### src/rtl/poly_result_fifo.sv
// rtl/poly_result_fifo.sv - first-word-fall-through result FIFO for the polynomial evaluator
//
// Purpose: captures each signed evaluator result on its one-cycle in_valid
// pulse, buffers it in a DEPTH-entry FIFO and hands it to the consumer over a
// ready/valid handshake. Results arriving with no room are discarded and
// counted. Optional feature macro: RESULT_ACC_EN (adds a saturating running
// sum of every accepted result).
//
// Ports:
//   clock       rising-edge clock
//   reset       asynchronous active-low reset
//   in_valid    evaluator result strobe (one cycle)
//   in_data     evaluator result y (signed)
//   out_ready   consumer accepts out_data this cycle
//   out_valid   FIFO holds at least one entry
//   out_data    head entry, 0 when empty
//   full        count == DEPTH (holds off the evaluator enable)
//   empty       count == 0
//   count       number of stored entries
//   overflow    sticky, set on first dropped result
//   drop_count  saturating count of dropped results
//   acc_clr     (RESULT_ACC_EN) clear accumulator, wins over a same-cycle push
//   acc         (RESULT_ACC_EN) saturating signed sum of accepted results

module poly_result_fifo #(
  parameter int DEPTH  = 4,
  parameter int WIDTH  = 16,
  parameter int DROP_W = 8
) (
  input  logic                       clock,
  input  logic                       reset,
`ifdef RESULT_ACC_EN
  input  logic                       acc_clr,
  output logic signed [WIDTH+8-1:0]  acc,
`endif
  input  logic                       in_valid,
  input  logic [WIDTH-1:0]           in_data,
  input  logic                       out_ready,
  output logic                       out_valid,
  output logic [WIDTH-1:0]           out_data,
  output logic                       full,
  output logic                       empty,
  output logic [$clog2(DEPTH):0]     count,
  output logic                       overflow,
  output logic [DROP_W-1:0]          drop_count
);

  localparam int PW = $clog2(DEPTH);
  localparam int CW = PW + 1;
  localparam logic [CW-1:0] FULL_CNT = CW'(DEPTH);

  logic [WIDTH-1:0]  mem_q [DEPTH];
  logic [PW-1:0]     wr_ptr_q, wr_ptr_d;
  logic [PW-1:0]     rd_ptr_q, rd_ptr_d;
  logic [CW-1:0]     count_q, count_d;
  logic              overflow_q, overflow_d;
  logic [DROP_W-1:0] drop_q, drop_d;

  logic push, pop, drop;

  // Flags decode registered state only, so they never depend on this
  // cycle's handshake inputs.
  assign full  = (count_q == FULL_CNT);
  assign empty = (count_q == '0);

  // A full FIFO can still accept when the head leaves in the same cycle.
  assign pop  = out_valid & out_ready;
  assign push = in_valid & (~full | pop);
  assign drop = in_valid & full & ~pop;

  assign out_valid  = ~empty;
  // Forcing 0 while empty keeps stale memory contents from ever showing.
  assign out_data   = empty ? '0 : mem_q[rd_ptr_q];
  assign count      = count_q;
  assign overflow   = overflow_q;
  assign drop_count = drop_q;

  always_comb begin
    wr_ptr_d   = wr_ptr_q;
    rd_ptr_d   = rd_ptr_q;
    count_d    = count_q;
    overflow_d = overflow_q;
    drop_d     = drop_q;

    if (push) wr_ptr_d = wr_ptr_q + 1'b1;
    if (pop)  rd_ptr_d = rd_ptr_q + 1'b1;

    unique case ({push, pop})
      2'b10:   count_d = count_q + 1'b1;
      2'b01:   count_d = count_q - 1'b1;
      default: count_d = count_q;
    endcase

    if (drop) begin
      overflow_d = 1'b1;
      if (drop_q != '1) drop_d = drop_q + 1'b1;
    end
  end

  always_ff @(posedge clock or negedge reset) begin
    if (!reset) begin
      wr_ptr_q   <= '0;
      rd_ptr_q   <= '0;
      count_q    <= '0;
      overflow_q <= 1'b0;
      drop_q     <= '0;
    end else begin
      wr_ptr_q   <= wr_ptr_d;
      rd_ptr_q   <= rd_ptr_d;
      count_q    <= count_d;
      overflow_q <= overflow_d;
      drop_q     <= drop_d;
    end
  end

  // Storage is not reset; its contents are masked by out_data while empty.
  always_ff @(posedge clock) begin
    if (push) mem_q[wr_ptr_q] <= in_data;
  end

`ifdef RESULT_ACC_EN
  localparam int AW = WIDTH + 8;
  localparam logic [AW-1:0] ACC_MAX = {1'b0, {(AW-1){1'b1}}};
  localparam logic [AW-1:0] ACC_MIN = {1'b1, {(AW-1){1'b0}}};

  logic [AW-1:0] acc_q, acc_d;
  logic [AW:0]   acc_sum;

  // One guard bit: a mismatch between the top two sum bits means the
  // signed result left the AW-bit range, and the guard bit gives the sign.
  always_comb begin
    acc_sum = {acc_q[AW-1], acc_q} + {{(AW+1-WIDTH){in_data[WIDTH-1]}}, in_data};
    acc_d   = acc_q;
    if (acc_clr) begin
      acc_d = '0;
    end else if (push) begin
      if (acc_sum[AW] != acc_sum[AW-1]) acc_d = acc_sum[AW] ? ACC_MIN : ACC_MAX;
      else                              acc_d = acc_sum[AW-1:0];
    end
  end

  always_ff @(posedge clock or negedge reset) begin
    if (!reset) acc_q <= '0;
    else        acc_q <= acc_d;
  end

  assign acc = acc_q;
`endif

endmodule

### config.mk
export PLATFORM = sky130hd
export DESIGN_NAME = poly_result_fifo
export DESIGN_NICKNAME = d
export VERILOG_FILES = /design/src/rtl/poly_result_fifo.sv
export SDC_FILE = /design/constraint.sdc
export NUM_CORES = 1
export LEC_CHECK = 0
export BUFFER_PORTS_ARGS = -buffer_cell sky130_fd_sc_hd__buf_2
export CAP_MARGIN = 20
export CORE_MARGIN = 2
export CORE_UTILIZATION = 40
export DETAILED_ROUTE_END_ITERATION = 7
export GPL_TIMING_DRIVEN = 0
export PLACE_DENSITY = 0.65
export SETUP_SLACK_MARGIN = 0.3
export SLEW_MARGIN = 10
export SYNTH_ARGS = -nofsm -noshare
export SYNTH_HDL_FRONTEND = slang
export SYNTH_SLANG_ARGS = --single-unit
### constraint.sdc
create_clock -name clock -period 2.05 [get_ports clock]
set_input_delay 0.205 -clock clock [delete_from_list [all_inputs] [get_ports clock]]
set_output_delay 0.205 -clock clock [all_outputs]
set_load 0.01 [all_outputs]
==> results.yml, run 1 <==
setup_path:
  required_ns: 2.30
  cpLargestDelayFamily: "adder cells"
  reg2reg_to: "count[1]$_DFFE_PN0P_"
  cpPeakStageDelay_ns: 0.46
  cp_slowest_cell: "fa_2"
  endpoint: "count[1]$_DFFE_PN0P_"
  crit_start: "count[2]$_DFFE_PN0P_"
  start_kind: "flip-flop"
  crit_path_end_kind: "flip-flop"
  path_cells: "or3_4, clkbuf_16, nand2_4, fa_2, a211oi_2, o21ai_1, a22oi_1"
  crit_fanout: 3
  crit_cells: 7
  r2r_slack_ns: 0.08
  ff2ff_path_depth: 7
  arrival_ns: 2.22
  r2r_start: "count[2]$_DFFE_PN0P_"
  cp.buffers_inverters: 1
  crit_type: "flip-flop to flip-flop"
drt:
  routed_via_density: 5.03
  drt_iter0_drc: 106
  wl_per_cell_um: 17.5
  drc_errors: 0
  antenna_left: 0
  first_pass_iters: 6
  vias: 1936
  wl_um: 6730
sta:
  period_needed_ns: 1.97
  fin_skew_ns: 0.00491
  whs_ns: 0.0715
  finalSetupViolCount: 0
  maxSlewHeadroom_pct: 69.8
  setup-tns-final_ns: 0
  rsz0062_at_grt: "yes"
  drv_slew: 0
  hold_viol_final: 0
  worst_pin_slew_ns: 0.451
  finalCritPeriodShare_pct: 96.2
  fmaxAchievable_mhz: 507
placement:
  dpl.cell_count: 351
  portBuffers: 49
  dp_hpwl_um: 3880
  place_congestion: 0.728
global_routing:
  grtUsageTotal_pct: 14.7
  antenna_found_initial: 0
  grt_overflow: 0
  grt_pass1_wl_um: 9540
  grt_max_degree: 17
  grt_pass1_vias: 1861
run:
  max_cap_viol_count: 0
synth:
  syn_area_per_cell_um2: 17.1
  ys_seq_area_share_pct: 68.9
  synth.net_count: 223
  synth_area_leaders: "edfxtp_1 (57%), dfrtp_1 (12%), mux4_2 (11%)"
  synth_top_area_share_pct: 57.0
  synth_cell_types: 38
  synthCells: 197
  netlist_area_um2: 3370
  synth_largest_area_cell: "edfxtp_1"
  yosysWarnings: 0
  synth-seq-cells: 80
clocking:
  htreeDepth: 3
  cts-buffers-inserted: 9
  clockBufferDepth: 2
  clk_latency_ns: 0.34
  tritoncts: "done"
  root_buffer: "clkbuf_8"
  clk_pin_slew_ns: 0.08
  clock_sinks: 80
cells_and_area:
  fin_cells: 385
  area_delta_synth_final_pct: 28.6
  n_antenna_cell: 0
  layout-drive-gt1-share_pct: 49.6
  fin_nets: 302
  n_fill_cell: 694
die:
  dieWidth_um: 95.8
  placementRows: 33
  io_pins: 51
  start_util_pct: 41.2
  fp.dieH_um: 95.8
  die-area_um2: 9180
  coreArea_um2: 8180
pwr:
  power_mw: 6.22
  ir_drop_mv: 0.387
  total_leakage_power_nw: 1.66
  p_per_area_nw_per_um2: 1430
min_path:
  min_path_cells: 1
  hp-class: "input port to flip-flop"
run_status:
  status: "finished clean"
worst register-to-register path, stage by stage (launching register included):
cell and delay (ns):
dfrtp_2 0.40, or3_4 0.41, clkbuf_16 0.16, nand2_4 0.05, fa_2 0.46, a211oi_2 0.14, o21ai_1 0.08, a22oi_1 0.18
flip-flops by register name, summed over array words and instances (netlist names):
register,cells
rd_ptr_q,2
overflow,1
wr_ptr_q,2
count,3
drop_count,8
mem_q,64
cells in the final DEF (no fill, tap or decap), types with 4 or more instances in the layout:
master    count
dfrtp_1      13
and2_1        7
ha_1          5
clkbuf_8      9
edfxtp_1     64
buf_6        19
and2_4       19
buf_2        37
nand2b_1      4
nand2_1       8
a21oi_1       4
mux4_2       16
nor2_1        5
buf_4         7
report_power, final:
part / internal, mW / switching [mW]
registers: 2.14 / 0.122
logic: 1.71 / 1.28
clock network: 0.426 / 0.545
through the flow:
stage          utilization, %  setup slack, ns  cell area [um2]
2_1_floorplan               -           0.0625             3390
4_1_cts                  50.7           0.0686             4150
3_3_place_gp             46.1          -0.0715             3770
6_report                 53.0           0.0785             4340
5_1_grt                  53.0         -0.00606             4340
3_5_place_dp             46.1           -0.108             3770
cell type report:
cell class / count / area (um2) / share of cell area (%)
Sequential cell: 80 / 2330 / 53.6
Multi-Input combinational cell: 109 / 1100 / 25.4
Timing Repair Buffer: 64 / 505 / 11.7
Tap cell: 105 / 131 / 3.03
Clock buffer: 9 / 124 / 2.86
Buffer: 7 / 88.8 / 2.05
Clock inverter: 6 / 37.5 / 0.866
Inverter: 5 / 23.8 / 0.548
cell usage after synthesis (all sizes together):
cell	n
a22oi	1
mux2	4
nor3	2
or3	2
nor4	1
mux4	16
xor2	2
o21ai	4
nand2	10
ha	5
a211oi	1
nand4	1
clkbuf	2
nor2b	2
xnor2	3
and2	23
nor2	5
nor4b	2
o211ai	1
or2	1
edfxtp	64
nand2b	4
buf	5
inv	5
mux2i	3
nand3	3
a311o	1
dfrtp	16
fa	1
and3	2
a21oi	5
worst min path at each step:
stage / from / end / slack (ns)
2_1_floorplan: reset / count[0]$_DFFE_PN0P_ / -0.09
4_1_cts: in_data[0] / mem_q[0][0]$_DFFE_PP_ / 0.06
5_1_grt: in_data[0] / mem_q[0][0]$_DFFE_PP_ / 0.06
6_report: in_data[0] / mem_q[0][0]$_DFFE_PP_ / 0.07
3_5_place_dp: reset / rd_ptr_q[1]$_DFFE_PN0N_ / 0.15
3_3_place_gp: reset / overflow$_DFFE_PN0P_ / 0.15
layer usage:
metal	global-route usage, %	vias to the layer above	share of wire [%]
met3	3.92	5	3.0
met2	24.2	31	52
li1	-	911	-
met1	18.5	989	44
met4	5.71	0	0.97
met5	0	-	0
what timing repair did:
action	in CTS	in global routing
resized for setup	34	29
pin swaps	11	14
cloned	0	5
endpoints found under the hold margin	16	0
setup endpoints to repair	84	90
setup buffers	9	4
hold buffers	1	0
kinds of logic after synthesis:
family / synth area share, %
buf+inv: 1.67
xor+xnor: 1.30
fa+ha+maj: 2.45
mux: 12.9
compound gates: 2.41
flops: 68.9
simple gates: 10.4
(Power assumes the default switching activity.)
==> run 2, diff against run 1 <==
Settings changed: HOLD_SLACK_MARGIN set to 0.1.
==> run 2 against run 1 <==
Effect of this change: cell area up 3.7%; sequential share of layout area down 1.9 points; flip-flop and latch count did not move; combinational power barely moved; critical path depth did not move; total power up 0.42%; critical endpoint unchanged; largest cell class unchanged.
==> results.yml, run 2 (synthesized netlist as in run 1, its figures left out) <==
run_status:
  status: "finished clean"
setup_path:
  cpLargestDelayFamily: "adder cells"
  cp.buffers_inverters: 1
  cp_slowest_cell: "fa_2"
  path_cells: "or3_4, clkbuf_16, nand2_4, fa_2, a211oi_2, o21ai_1, a22oi_1"
  crit_path_end_kind: "flip-flop"
  required_ns: 2.31
  crit_fanout: 3
  r2r_slack_ns: 0.07
  crit_type: "flip-flop to flip-flop"
  arrival_ns: 2.23
  cpPeakStageDelay_ns: 0.46
  start_kind: "flip-flop"
die:
  dieWidth_um: 95.8
  fp.dieH_um: 95.8
  start_util_pct: 41.2
  io_pins: 51
  die-area_um2: 9180
  coreArea_um2: 8180
  placementRows: 33
cells_and_area:
  layout-drive-gt1-share_pct: 47.0
  n_fill_cell: 672
  seqCellArea_um2: 2330
  largest_reg_flops: 64
  multi_input_area_um2: 1100
  stdcell_area_um2: 4500
  fin_cells: 401
  final_common_cell: "edfxtp_1"
  area_delta_synth_final_pct: 33.4
  fin_nets: 318
  n_antenna_cell: 0
  final_cell_mix: "edfxtp_1 (64), buf_2 (37), buf_6 (19), and2_4 (19), dlygate4sd3_1 (17)"
  largest_register: "mem_q"
sta:
  maxSlewHeadroom_pct: 69.8
  drv_slew: 0
  hold_viol_final: 0
  worst_pin_slew_ns: 0.451
  finalSetupViolCount: 0
  fin_skew_ns: 0.00677
  fmaxAchievable_mhz: 506
  finalCritPeriodShare_pct: 96.4
  rsz0062_at_grt: "yes"
  period_needed_ns: 1.98
  setup_slack_ns: 0.0742
  setup-tns-final_ns: 0
placement:
  place_congestion: 0.728
  dp_hpwl_um: 3880
  placed_area_um2: 3770
  portBuffers: 49
  dp_slack_ns: -0.108
  dpl.cell_count: 351
global_routing:
  grt_overflow: 0
  grt_pass1_wl_um: 9690
  grtUsageTotal_pct: 14.9
  antenna_found_initial: 0
  grt_max_degree: 17
  grt_pass1_vias: 1909
clocking:
  htreeDepth: 3
  clk_pin_slew_ns: 0.08
  clk_latency_ns: 0.34
  clockBufferDepth: 2
  clock_sinks: 80
  tritoncts: "done"
  cts-buffers-inserted: 9
  root_buffer: "clkbuf_8"
drt:
  drc_errors: 0
  first_pass_iters: 4
  vias: 1982
  drt_iter0_drc: 57
  wl_per_cell_um: 17.0
  wl_um: 6810
  antenna_left: 0
  routed_via_density: 4.94
pwr:
  ir_drop_mv: 0.411
  total_leakage_power_nw: 1.73
  power_mw: 6.24
  p_per_area_nw_per_um2: 1390
min_path:
  hp-class: "input port to flip-flop"
run:
  max_cap_viol_count: 0
## run 2: layer usage
metal	track usage, %	share of wire, %
met1	18.5	45
met2	24.9	51
met3	3.99	2.7
met4	5.71	1.5
met5	0	0
## run 2: repair_timing
action,CTS,global route
setup endpoints to repair,84,90
pin swaps,11,14
cloned,0,5
setup buffers,9,4
gates resized for setup,34,28
hold buffers,16,1
hold endpoints to repair,76,2
## run 2: final timing paths
kind / startpoint / endpoint / cells after the start
max: count[2]$_DFFE_PN0P_ / count[1]$_DFFE_PN0P_ / 7
max in group asynchronous: reset / count[2]$_DFFE_PN0P_ / 2
min in group asynchronous: reset / count[1]$_DFFE_PN0P_ / 2
min: out_ready / rd_ptr_q[0]$_DFFE_PN0N_ / 3
max reg2reg: count[2]$_DFFE_PN0P_ / count[1]$_DFFE_PN0P_ / 7
min reg2reg: overflow$_DFFE_PN0P_ / overflow$_DFFE_PN0P_ / 1
## run 2: worst min-delay path, cell delays in order
cell     delay, ns
buf_2         0.15
nand2_1       0.08
xnor2_1       0.06
## run 2: power breakdown
| group | total (mW) | internal (mW) | switching [mW] |
|---|---|---|---|
| clock | 0.974 | 0.426 | 0.548 |
| combinational | 3.01 | 1.72 | 1.29 |
| sequential | 2.26 | 2.14 | 0.122 |
## run 2: area by class of cell
type | count | area share [%]
Sequential cell | 80 | 51.7
Multi-Input combinational cell | 109 | 24.5
Timing Repair Buffer | 80 | 14.8
Tap cell | 105 | 2.92
Clock buffer | 9 | 2.75
Buffer | 7 | 1.98
Clock inverter | 6 | 0.835
Inverter | 5 | 0.529
## run 2: per-stage QoR
stage / hold WS (ns) / util [%]
after floorplan: -0.0906 / -
after detailed placement: 0.152 / 46.1
after CTS: 0.102 / 52.5
after global routing: 0.194 / 55.0
after global placement: 0.149 / 46.1
final: 0.197 / 55.0
==> run 3, diff against run 2 <==
Settings changed: CORE_ASPECT_RATIO set to 0.5.
==> run 3 against run 2 <==
Effect of this change: cell area grew 3.4%; critical path depth is the same; maximum frequency is essentially flat; worst setup slack gained 0.0012 ns; non-clock buffer count grew 1; global-route usage shrank 0.24 points; combinational power shrank 5%; sequential power is essentially flat; wire length shrank 1.5%; highest routed layer unchanged.
==> results.yml, run 3 (synthesized netlist as in run 1, its figures left out) <==
sta:
  finalCritPeriodShare_pct: 96.3
  fmaxAchievable_mhz: 506
  finalSetupViolCount: 0
  maxSlewHeadroom_pct: 74.0
  fin_skew_ns: 0.00797
  setup-tns-final_ns: 0
  hold_viol_final: 0
  period_needed_ns: 1.97
  worst_pin_slew_ns: 0.390
  drv_slew: 0
  rsz0062_at_grt: "yes"
  whs_ns: 0.216
global_routing:
  grt_pass1_wl_um: 9650
  grt_pass1_vias: 2008
  grtUsageTotal_pct: 14.6
  grt_max_degree: 17
  antenna_found_initial: 0
  grt_overflow: 0
clocking:
  tritoncts: "done"
  clock_sinks: 80
  htreeDepth: 3
  clk_latency_ns: 0.34
  cts-buffers-inserted: 9
  clockBufferDepth: 2
  root_buffer: "clkbuf_16"
  clk_pin_slew_ns: 0.06
setup_path:
  start_kind: "flip-flop"
  crit_path_end_kind: "flip-flop"
  crit_type: "flip-flop to flip-flop"
  arrival_ns: 2.22
  required_ns: 2.30
  crit_fanout: 3
die:
  io_pins: 51
  placementRows: 23
  coreArea_um2: 8090
  die-area_um2: 9230
  fp.dieH_um: 68.9
  start_util_pct: 41.7
  dieWidth_um: 134
cells_and_area:
  fin_nets: 319
  multi_input_area_um2: 1110
  largest_register: "mem_q"
  layout-drive-gt1-share_pct: 46.6
  seqCellArea_um2: 2330
  final_common_cell: "edfxtp_1"
  n_fill_cell: 640
  stdcell_area_um2: 4650
  n_antenna_cell: 0
  area_delta_synth_final_pct: 37.9
  largest_reg_flops: 64
  final_cell_mix: "edfxtp_1 (64), buf_2 (41), and2_4 (18)"
pwr:
  ir_drop_mv: 0.727
  total_leakage_power_nw: 1.81
  p_per_area_nw_per_um2: 1480
drt:
  drc_errors: 0
  wl_um: 6710
  routed_via_density: 4.89
  antenna_left: 0
  drt_iter0_drc: 173
  first_pass_iters: 4
  wl_per_cell_um: 16.4
  vias: 2006
min_path:
  hp-class: "input port to flip-flop"
placement:
  portBuffers: 49
  place_congestion: 0.782
  dp_hpwl_um: 3820
  placed_area_um2: 3780
run:
  max_cap_viol_count: 0
run_status:
  status: "finished clean"
==> run 3: cell types whose count changed in the layout (fill, tap and decap cells not counted), moves of 4 or more <==
cell	previous run	this run
clkbuf_8	9	0
clkbuf_16	2	10
buf_2	37	41
buf_6	19	13
==> run 3: cell type report <==
class / count / area share [%]
multi-input cells: 109 / 23.9
clock buffers: 9 / 4.84
well taps: 112 / 3.01
flip-flops and latches: 80 / 50.0
repair buffers: 81 / 13.7
clock inverters: 7 / 2.18
plain buffers: 7 / 1.91
inverters: 5 / 0.404
==> run 3: metal layers <==
layer	up-vias	GRT usage, %	routed length, um
met2	45	25.6	3280
li1	942	-	-
met5	-	0	0
met4	0	5.59	75
met1	1009	16.8	3060
met3	10	5.70	293
==> run 3: critical path, stage by stage, from the launching register on <==
cell       delay, ns
dfrtp_2         0.40
or3_4           0.42
clkbuf_16       0.17
nand2_4         0.05
fa_2            0.44
a211oi_2        0.14
o21ai_1         0.09
a22oi_1         0.18
==> run 3: worst paths after layout <==
kind | startpoint | endpoint | slack [ns] | depth (start not counted)
worst min-delay path | out_ready | rd_ptr_q[0]$_DFFE_PN0N_ | 0.22 | 3
min in group asynchronous | reset | drop_count[5]$_DFFE_PN0P_ | 0.32 | 2
max in group asynchronous | reset | count[0]$_DFFE_PN0P_ | 1.43 | 2
worst max-delay path | count[1]$_DFFE_PN0P_ | count[1]$_DFFE_PN0P_ | 0.08 | 7
worst max register to register | count[1]$_DFFE_PN0P_ | count[1]$_DFFE_PN0P_ | 0.08 | 7
worst min register to register | overflow$_DFFE_PN0P_ | overflow$_DFFE_PN0P_ | 0.47 | 1
==> run 3: repair_timing <==
item,CTS,global route
hold buffers,17,0
pin swaps,11,15
hold endpoints to repair,80,0
endpoints found under the setup margin,84,88
cloned,1,4
buffers inserted,10,4
resized for setup,26,32
==> run 3: where the power goes <==
group | total [mW] | internal (mW) | switching (mW) | leakage [nW]
clock network | 1.74 | 1.08 | 0.658 | 0.158
logic | 2.87 | 1.63 | 1.25 | 0.865
registers | 2.26 | 2.14 | 0.123 | 0.785
total | 6.88 | 4.85 | 2.03 | 1.81
==> run 3: through the flow <==
stage	util, %	worst slack [ns]	cells	power, mW
final	57.5	0.0753	410	6.88
after global routing	57.5	0.0257	410	7.21
after CTS	55.3	0.0714	402	6.51
after detailed placement	46.7	-0.0954	358	4.31
after global placement	46.7	-0.0323	358	4.24
after floorplan	-	0.0625	197	3.64
